`src/rtl/reg_writeback_queue_pkg.sv`:
```
// Shared types and widths for the register write-back queue.
package reg_writeback_queue_pkg;

  localparam int XLEN   = 32;
  localparam int REG_AW = 5;

  // One pending register-file write: destination index plus result value.
  typedef struct packed {
    logic [REG_AW-1:0] rd;
    logic [XLEN-1:0]   data;
  } wb_entry_t;

endpackage

```
`src/rtl/reg_writeback_queue_fwd_match.sv`:
```
// Youngest-match search over the pending write-back entries for one reader.
module wb_fwd_match
  import reg_writeback_queue_pkg::*;
#(
  parameter int DEPTH = 4
) (
  input  wb_entry_t [DEPTH-1:0]         entries,
  input  logic [DEPTH-1:0]              valid,
  input  logic [$clog2(DEPTH)-1:0]      head,
  input  logic [REG_AW-1:0]             rs,
  output logic                          hit,
  output logic [XLEN-1:0]               data
);

  localparam int PW = $clog2(DEPTH);
  localparam logic [PW-1:0] PTR_ONE = PW'(1);

  logic [PW-1:0] idx;

  // Walk from oldest (head) to youngest so the last match seen is the youngest.
  always_comb begin
    hit  = 1'b0;
    data = '0;
    idx  = head;
    for (int i = 0; i < DEPTH; i++) begin
      if (valid[idx] && (rs != '0) && (entries[idx].rd == rs)) begin
        hit  = 1'b1;
        data = entries[idx].data;
      end
      idx = idx + PTR_ONE;
    end
  end

endmodule

```
`src/rtl/reg_writeback_queue.sv`:
```
// In-order queue between the ALU/load results and the register file write
// port, with forwarding of pending values to the two decode-stage readers.
module reg_writeback_queue
  import reg_writeback_queue_pkg::*;
#(
  parameter int DEPTH = 4
) (
  input  logic                     clk,
  input  logic                     rst,
  input  logic                     mem_valid,
  output logic                     mem_ready,
  input  logic [REG_AW-1:0]        mem_rd,
  input  logic [XLEN-1:0]          mem_data,
  input  logic                     alu_valid,
  output logic                     alu_ready,
  input  logic [REG_AW-1:0]        alu_rd,
  input  logic [XLEN-1:0]          alu_data,
  input  logic                     wb_stall,
  output logic [REG_AW-1:0]        rd,
  output logic [XLEN-1:0]          write_data,
  output logic                     RegWrite,
  input  logic [REG_AW-1:0]        fwd_rs1,
  output logic                     fwd_hit1,
  output logic [XLEN-1:0]          fwd_data1,
  input  logic [REG_AW-1:0]        fwd_rs2,
  output logic                     fwd_hit2,
  output logic [XLEN-1:0]          fwd_data2,
  output logic [$clog2(DEPTH):0]   count
);

  localparam int PW = $clog2(DEPTH);
  localparam int CW = PW + 1;
  localparam logic [PW-1:0] PTR_ONE  = PW'(1);
  localparam logic [CW-1:0] CNT_ONE  = CW'(1);
  localparam logic [CW-1:0] CNT_FULL = CW'(DEPTH);

  wb_entry_t [DEPTH-1:0] entries_q, entries_d;
  logic [DEPTH-1:0]      valid_q, valid_d;
  logic [DEPTH-1:0]      fwd_valid;
  logic [PW-1:0]         head_q, head_d, tail_q, tail_d;
  logic [CW-1:0]         count_q, count_d;
  logic                  not_full, mem_fire, alu_fire, push, pop;
  wb_entry_t             push_entry, head_entry;

  // Arbitration: loads win over ALU results; fullness uses the registered
  // count so a same-cycle pop never makes room for a push.
  always_comb begin
    not_full        = (count_q < CNT_FULL);
    mem_ready       = ~rst & not_full;
    alu_ready       = ~rst & not_full & ~mem_valid;
    mem_fire        = mem_valid & mem_ready;
    alu_fire        = alu_valid & alu_ready;
    push_entry.rd   = mem_fire ? mem_rd   : alu_rd;
    push_entry.data = mem_fire ? mem_data : alu_data;
    push            = (mem_fire | alu_fire) & (push_entry.rd != '0);
    pop             = ~rst & (count_q != '0) & ~wb_stall;
    RegWrite        = pop;
    head_entry      = (count_q != '0) ? entries_q[head_q] : '0;
    rd              = head_entry.rd;
    write_data      = head_entry.data;
    fwd_valid       = rst ? '0 : valid_q;
    count           = count_q;
  end

  // Next-state for storage, pointers and occupancy.
  always_comb begin
    entries_d = entries_q;
    valid_d   = valid_q;
    head_d    = head_q;
    tail_d    = tail_q;
    count_d   = count_q;
    if (pop) begin
      valid_d[head_q] = 1'b0;
      head_d          = head_q + PTR_ONE;
    end
    if (push) begin
      entries_d[tail_q] = push_entry;
      valid_d[tail_q]   = 1'b1;
      tail_d            = tail_q + PTR_ONE;
    end
    case ({push, pop})
      2'b10:   count_d = count_q + CNT_ONE;
      2'b01:   count_d = count_q - CNT_ONE;
      default: count_d = count_q;
    endcase
  end

  // Queue state registers; reset discards every pending entry.
  always_ff @(posedge clk) begin
    if (rst) begin
      head_q  <= '0;
      tail_q  <= '0;
      count_q <= '0;
      valid_q <= '0;
    end else begin
      head_q  <= head_d;
      tail_q  <= tail_d;
      count_q <= count_d;
      valid_q <= valid_d;
    end
  end

  // Entry payloads need no reset; their valid bits gate all use.
  always_ff @(posedge clk) begin
    entries_q <= entries_d;
  end

  wb_fwd_match #(.DEPTH(DEPTH)) u_fwd1 (
    .entries (entries_q),
    .valid   (fwd_valid),
    .head    (head_q),
    .rs      (fwd_rs1),
    .hit     (fwd_hit1),
    .data    (fwd_data1)
  );

  wb_fwd_match #(.DEPTH(DEPTH)) u_fwd2 (
    .entries (entries_q),
    .valid   (fwd_valid),
    .head    (head_q),
    .rs      (fwd_rs2),
    .hit     (fwd_hit2),
    .data    (fwd_data2)
  );

endmodule

```
`config.mk`:
```
export PLATFORM = sky130hd
export DESIGN_NAME = reg_writeback_queue
export DESIGN_NICKNAME = d
export VERILOG_FILES = /design/src/rtl/reg_writeback_queue_pkg.sv /design/src/rtl/reg_writeback_queue_fwd_match.sv /design/src/rtl/reg_writeback_queue.sv
export SDC_FILE = /design/constraint.sdc
export NUM_CORES = 1
export LEC_CHECK = 0
export ABC_AREA = 0
export CAP_MARGIN = 40
export CORE_ASPECT_RATIO = 0.7
export CORE_UTILIZATION = 50
export DETAILED_ROUTE_END_ITERATION = 6
export GPL_TIMING_DRIVEN = 1
export HOLD_SLACK_MARGIN = 0.12
export PLACE_DENSITY_LB_ADDON = 0.08
export SLEW_MARGIN = 10
export SYNTH_ARGS = -nofsm -noshare
export SYNTH_HDL_FRONTEND = slang
export SYNTH_SLANG_ARGS = --single-unit
```
`constraint.sdc`:
```
create_clock -name clk -period 5.3 [get_ports clk]
set_clock_uncertainty 0.15 [all_clocks]
set_input_delay 1.06 -clock clk [delete_from_list [all_inputs] [get_ports clk]]
set_output_delay 1.06 -clock clk [all_outputs]
set_load 0.005 [all_outputs]
```
Yosys cells after proc, flatten, opt, wreduce, memory -nomap -nowiden:

Index checks and enable logic that the tools add are counted.

* bitwise logic cells: 14
* add/sub/neg operators: 6
* order comparisons: 8
* eq/ne operators: 10
* mux-type cells: 46
* reductions and logical operators: 23

Operator list (number)
* $bmux 37 s2: 4
* $mux 32: 9
* $mux 37: 6
* $bwmux 148: 1
* $demux 37 s2: 1
* $eq 5x5->1: 8
* $logic_and 1x1->1: 18
* $lt 2x3->1 const B: 5
* $reduce_bool 5->1: 3
* $mux 1: 14
* $mux 4: 3
* $add 2x1->2 const B: 4
* $bmux 1 s2: 4
* $and 1x1->1: 7
* $pmux 3 s2: 1
* $mux 5: 1
* $and 4x4->4: 1
* $demux 1 s2: 2
* $ge 2x1->1 const B: 2
* $not 4->4: 1
* $or 4x4->4: 1
* $add 3x1->3 const B: 1
* $lt 3x3->1 const B: 1
* $not 1->1: 3
* other kinds (6): 6

* bits in registers: 159

Depth between registers and ports, before layout:

* depth in word-level cells: 9
* mapped depth: 19

By module:

Synthesis repeated with hierarchy kept, for this count alone.

* cell total of the unflattened synthesis: 1434
* area, all modules: 15616.2 µm²

Modules (own cells, without submodules)
* wb_fwd_match: times used 2, cells each 540, area an instance 4438.0 µm², sequential area each 0.0 µm²
* reg_writeback_queue: times used 1, cells each 354, area an instance 6740.2 µm², sequential area each 4664.5 µm²

Worst setup path before layout:

OpenSTA, ideal clock, no wires.

* path type: register to output
* start point: register head_q[0]
* end point: output fwd_data1[21]
* path slack: -0.523 ns
* data arrival time: 4.613 ns
* cell stages (with the launch flop): 19
* required time: 4.090 ns
* path buffers: 9
* path through: dfxtp_1 buf_6 buf_4 buf_4 buf_2 buf_2 clkbuf_1 inv_1 ha_1 buf_4 mux4_2 xor2_1 or4_4 nor2_4 nor2_1 or3_1 buf_6 buf_6 o221ai_2

* word-level cells in the longest chain between the ends: 8

RTL lines
* start: declaration: line reg_writeback_queue.sv:40 `logic [PW-1:0] head_q, head_d, tail_q, tail_d;`
* start signal: assignment: line reg_writeback_queue.sv:91 `head_q <= '0;`
* start signal: assignment: line reg_writeback_queue.sv:96 `head_q <= head_d;`
* $add 2x1->2, or another cell as far along (3 in a row): line reg_writeback_queue_fwd_match.sv:30 `idx = idx + PTR_ONE;`
* $bmux 37 s2, or another cell as far along: line reg_writeback_queue_fwd_match.sv:26, reg_writeback_queue_fwd_match.sv:28
* $mux 37 (not written as such), or another cell as far along: line reg_writeback_queue_fwd_match.sv:26 `if (valid[idx] && (rs != '0) && (entries[idx].rd == rs)) begin`
* $eq 5x5->1, or another cell as far along: line reg_writeback_queue_fwd_match.sv:26
* $logic_and 1x1->1 or $mux 32 (tied branches): line reg_writeback_queue_fwd_match.sv:26
* $mux 32 (*): line reg_writeback_queue_fwd_match.sv:26
* end: declaration: line reg_writeback_queue.sv:24 `output logic [XLEN-1:0] fwd_data1,`

Mark *: on every way between the ends. The rest lies on a longest branch, timed or not. The select of a mux whose other input is x is not followed.

Worst setup path after layout:

* start point: input rst
* end point: output fwd_data1[0]

* word-level cells in the longest chain between the ends: 9

RTL lines
* start: declaration: line reg_writeback_queue.sv:9 `input logic rst,`
* $mux 4 (*): line reg_writeback_queue.sv:61 `fwd_valid = rst ? '0 : valid_q;`
* $bmux 1 s2: line reg_writeback_queue_fwd_match.sv:26
* $mux 1 (not written as such): line reg_writeback_queue_fwd_match.sv:26
* $logic_and 1x1->1 (2 in a row): line reg_writeback_queue_fwd_match.sv:26
* $mux 32 (3 in a row): line reg_writeback_queue_fwd_match.sv:26
* $mux 32 (*): line reg_writeback_queue_fwd_match.sv:26

Marked as above.

==> results.json <==
{
  "status": "completed",
  "critPathArrivalTime_ps": 3980,
  "avgSynthCellArea_um2": 13.7,
  "synth_edf_count": 148,
  "cp.required_ps": 4090,
  "multiInputGateArea_mm2": 0.00681,
  "first_pass_iters": 5,
  "critPathLaunchType": "input port",
  "grt_pass1_vias": 8849,
  "cap_violations": 0,
  "critical_path_class": "input port to output port",
  "slowest_stage": "clkdlybuf4s50_1",
  "crit_buf_inv": 4,
  "yosysTopAreaCell": "edfxtp_1",
  "cp-end-kind": "output port",
  "hold_buffers": 0,
  "nFillCells": 1685,
  "min_path_type": "flop to flop",
  "cts_root_buffer": "clkbuf_16",
  "clock-sinks": 159,
  "finalCritPeriodShare_pct": 97.9,
  "grt_pass1_wl_um": 51100,
  "vias": 8900,
  "routedWlPerCell_um": 23.4,
  "yosysSeqAreaShare_pct": 39.1,
  "dieArea_mm2": 0.0245,
  "clock_latency_ps": 420,
  "areaGrowthSynthToFinish_pct": 28.1,
  "setup_viol": 0,
  "fmax_ghz": 0.193,
  "hold_viol_final": 0,
  "worstMarginPinSlew_ps": 838,
  "port_buffers": 197,
  "die_y_um": 131,
  "drc": 0,
  "syn_inst": 873,
  "cp.depth": 9,
  "syn-num-nets": 972,
  "drt-initial-drc-count": 974,
  "vdd_drop_max_v": 0.000189,
  "die-width_um": 187,
  "viasPerCell": 6.38,
  "slew_viol_final": 0,
  "ioPinCount": 198,
  "fin_util_pct": 66.4,
  "route.met3.wl_um": 2860,
  "cts_inserted_buffers": 17,
  "hpwl_um": 22200,
  "core_mm2": 0.0230,
  "core.rowCount": 46,
  "place.gp.congestion": 0.883,
  "ys_seq_elements": 159,
  "worst_slack_ps": 109,
  "clk_pin_slew_ps": 60,
  "yosysTopAreaCellShare_pct": 37.2,
  "start_util_pct": 51.8,
  "netlist_top_cells_area": "edfxtp_1 (37%), mux4_2 (27%), mux2i_1 (6.5%)",
  "dr_wl_met2_um": 14800,
  "yosys_most_used_dff": "edfxtp_1",
  "ys_top_cells_by_count": "edfxtp_1 (148), mux4_2 (142), mux2i_1 (77), nand2_1 (46), and2_1 (43)",
  "antennaDiodeCount": 0,
  "htreeDepth": 4,
  "layout.nets": 1170,
  "period_needed_ps": 5190,
  "drt-met1-wl_um": 14400,
  "holdPathStages": 1,
  "cts_tree": "done",
  "relSlewSlack_pct": 44.1,
  "holdWs_ps": 390,
  "crit_fanout": 17,
  "dpl.cell_count": 1354,
  "yosys.cell_count.top_type": "edfxtp_1",
  "p_per_area_mw_per_mm2": 303,
  "reg2regPathDepth": 11,
  "critPathMaxStageDelay_ps": 490,
  "ant_nets": 0,
  "power_leakage_nw": 4.76,
  "ys_types": 51,
  "grt_max_degree": 58,
  "clock_path_buffers": 2,
  "track_usage_pct": 27.0,
  "crit_family": "simple AND/OR/NAND/NOR gates",
  "crit_chain": "clkdlybuf4s50_1, or3_1, or3_1, nor4_4, buf_6, nand2b_2, buf_12, o221a_2, clkdlybuf4s50_1",
  "grt_antenna_before_repair": 0,
  "syn_area_mm2": 0.0119,
  "async_reset_ff_share_pct": 0,
  "gr-total-overflow": 0,
  "drive_gt1_share_pct": 28.9,
  "fin_cells": 1396,
  "wirelength_um": 32700,
  "seqCellArea_mm2": 0.00467,
  "yosys_warnings": 0,
  "top_layer": "met4",
  "preCtsSetupSlack_ps": -84.1
}
==> where the power goes <==
part / switching, mW / internal (mW)
Clock: 0.503 / 0.742
Combinational: 0.874 / 0.997
Sequential: 0.0593 / 1.46
==> path summary, 6_finish.rpt <==
check | slack [ps] | from | endpoint
max | 110 | rst | fwd_data1[0]
min | 390 | valid_q[2]$_SDFF_PP0_ | valid_q[2]$_SDFF_PP0_
max reg2reg | 1780 | count[2]$_SDFFE_PP0P_ | count[2]$_SDFFE_PP0P_
min reg2reg | 390 | valid_q[2]$_SDFF_PP0_ | valid_q[2]$_SDFF_PP0_
==> stage by stage <==
step	power (mW)	instance area, um2	setup TNS (ps)
final	4.64	15300	0
after global routing	4.85	15300	-11.7
after CTS	4.65	15200	0
after detailed placement	3.39	14500	-190
after global placement	3.35	14500	-49.9
after floorplan	2.80	12000	0
==> placed cells by master (no fill, tap or decap), types with 8 or more instances in the layout <==
cell type / instances
a21oi_1: 13
a22oi_1: 29
and2_1: 38
buf_12: 13
buf_4: 39
clkbuf_16: 18
clkdlybuf4s50_1: 196
dfxtp_1: 9
edfxtp_1: 148
ha_1: 8
inv_1: 42
mux2_2: 42
mux2i_1: 77
mux4_2: 142
nand2_1: 46
nor2_1: 18
nor3_1: 9
o21ai_0: 29
o21ai_1: 9
o221ai_1: 16
o221ai_2: 13
xnor2_1: 32
xor2_1: 13
==> cell families (layout without fill, tap and decap cells) <==
family | after synthesis | count (layout) | synth area share, %
buf+inv | 121 | 332 | 4.48
mux | 262 | 262 | 37.3
simple gates | 147 | 147 | 6.57
xor+xnor | 46 | 46 | 3.38
compound gates | 128 | 128 | 8.07
flops | 159 | 159 | 39.1
fa+ha+maj | 10 | 10 | 1.11
==> layer usage <==
layer  vias to the layer above  global-route usage, %
li1                       3908                      -
met1                      4475                   40.4
met2                       469                   40.4
met3                        48                   4.83
met4                         0                   7.74
met5                         -                      0
==> state kept, by name (all words and copies together) (netlist names) <==
register / flops
entries_q: 148
count: 3
tail_q: 2
valid_q: 4
head_q: 2
==> timing repair <==
item	4_1_cts	5_1_grt
cloned	0	1
gates resized for setup	4	17
buffers inserted	2	7
pin swaps	1	1
endpoints found under the setup margin	29	43
==> final cells by class <==
type / count / area share, %
Tap cell: 312 / 2.55
Timing Repair Buffer: 258 / 17.4
Clock buffer: 19 / 2.83
Multi-Input combinational cell: 593 / 44.6
Sequential cell: 159 / 30.5
Inverter: 42 / 1.03
Clock inverter: 13 / 1.06
(Power assumes the default switching activity.)
==> variant, RTL diff (config.mk and constraints unchanged) <==
`XLEN`: 32 -> 16.
--- a/src/rtl/reg_writeback_queue_pkg.sv
+++ b/src/rtl/reg_writeback_queue_pkg.sv
@@ -3,3 +3,3 @@
 
-  localparam int XLEN   = 32;
+  localparam int XLEN   = 16;
   localparam int REG_AW = 5;
Interface: changed (5 resized); port bits go from 198 to 118. The function was not compared with the original's and may differ.
==> variant against the unedited design <==
Maximum frequency rose by 1.6%; area after synthesis fell by 35%; count of clock-buffer cells in the layout fell by 10; setup slack improved by 0.083 ns; via count fell by 37%; cell area fell by 38%; critical path type is now reg -> out; routed wire length fell by 37%; critical path depth rose by 1; power fell by 40%; sequential cell count fell by 64; largest cell class unchanged.
==> variant: results (changes against the unedited design) <==
The transition time at the pin with the least slew margin is 0.631 ns (-0.207 ns), and the share of layout cells above drive strength 1 is 27.8% (-1.1 points). The source-to-sink clock delay at the later pin of the worst-skew pair is 0.34 ns (-0.08 ns), and the largest net degree at the start of global routing is 101 (+74%). The count of flip-flops with a built-in enable after synthesis is 84 (-43%). The number of non-filler instances in the completed layout is 897 (-36%).

For the post-DP HPWL, the log shows 14.8 mm (-33%). The average cell area after synthesis was 13.2 sq um (-3.7%); the number of gates given a new drive strength after cts was 0 (-4). The iteration-0 DRC count of the detailed router was 528 (-46%); the share of power burned in combinational logic was 44.5% (+4.2 points). The logs give 31.0 mm (-39%) for the wire length of the first global-routing pass and 0 (unchanged) for the total of warnings raised by yosys.

The logs give 9130 sq um (-37%) for the cell area after placement and 653 (-33%) for the number of nets produced by synthesis. The proportion of power drawn by the clock network was 22.8% (-4.1 points). After synthesis, the cell types taking the most area are edfxtp_1, mux4_2, mux2i_1, mux2_2, xnor2_1. The layout net count was 764 (-35%); the number of global-route vias before repair was 5,344 (-40%). The tools report the total track usage as 26.6% (-0.46 points). The number of distinct library cells after synthesis was 60 (+18%). The flow ran to the end, and the final reports show no timing, DRC or antenna violations.

The port buffer count is 117 (-41%), and the total leakage power is 3.05 nW (-36%). The area of all sequential standard cells is 2750 sq um (-41%), and the maximum fanout along the worst path is 100 (+83). The number of buffers added for setup after CTS was 0 (-2); the switching fraction of total power was 33.5% (+2.5 points). The post-placement cell count is 880 (-35%), and the maximum VDD drop is 0.425 mV (+120%). The tools report the post-placement setup slack as 0.352 ns (+0.436 ns).

Ranked by instance count, the synthesized netlist is headed by edfxtp_1, mux4_2, mux2i_1. The via-per-instance ratio came out at 6.27 (-1.7%). The tools report the H-tree depth as 3 (-1).

The run gives 0.922 (+4.5%) as the placer congestion estimate. The number of flip-flops in the largest register came out at 84 (-43%). The number of instances on the worst hold path came out at 2 (+1). The maximum clock insertion buffer count is 2 (unchanged), and the final total power is 2.79 mW (-40%).

Arrival time at the worst endpoint: 3.90 ns (-0.08 ns). The sequential cell area fraction in the yosys report was 35.5% (-3.5 points). The logs give 9 (-8) for the CTS buffer count and 1,147 (-32%) for the filler cell count in the final layout.
==> variant: cell types whose count changed in the layout (fill, tap and decap cells not counted), moves of 16 or more <==
cell / unedited run / this run
a22oi_1: 29 / 4
and2_1: 38 / 8
clkdlybuf4s50_1: 196 / 117
edfxtp_1: 148 / 84
inv_1: 42 / 19
mux2_2: 42 / 25
mux2i_1: 77 / 43
mux4_2: 142 / 76
nand2_1: 46 / 30
nor2b_1: 0 / 21
o21ai_0: 29 / 5
==> variant: cell type report <==
class / count / share of cell area (%)
sequential: 95 / 29.1
timing repair buffer: 150 / 15.6
clock inverter: 7 / 0.742
multi-input combinational: 422 / 48.9
inverter: 19 / 0.755
clock buffer: 9 / 2.39
tap: 195 / 2.58
==> variant: worst paths after layout <==
kind	slack, ns	from	end
worst min register to register	0.42	count[2]	count[2]
worst min-delay path	0.42	count[2]	count[2]
worst max-delay path	0.19	head_q[0]	fwd_data1[1]
worst max register to register	1.84	count[2]	count[2]
==> variant: logic make-up after synthesis <==
group	Yosys count	share of synthesized area, %
buffers and inverters	69	4.88
AOI/OAI and AO/OA	108	11.7
DFF	95	35.5
xor gates and xnor gates	44	5.38
and+or+nand+nor	112	8.22
muxes	148	32.6
adders and majority gates	10	1.72
==> variant: worst max-delay path, cell delays in order (launching register included) <==
cell and delay, ns:
dfxtp_4 0.36, buf_12 0.47, mux4_1 0.75, xnor2_1 0.18, nand4_1 0.18, nor3_4 0.32, nor2b_2 0.09, buf_12 0.17
a22o_1 0.22, a21oi_1 0.20, clkdlybuf4s50_1 0.55
==> variant: layer usage <==
layer	up-vias	wire [microns]	share of wire (%)	global-route usage, %
li1	2532	-	-	-
met3	13	2380	12	7.94
met5	-	0	0	0
met4	0	189	0.92	5.41
met1	2791	9220	45	41.2
met2	284	8660	42	36.5
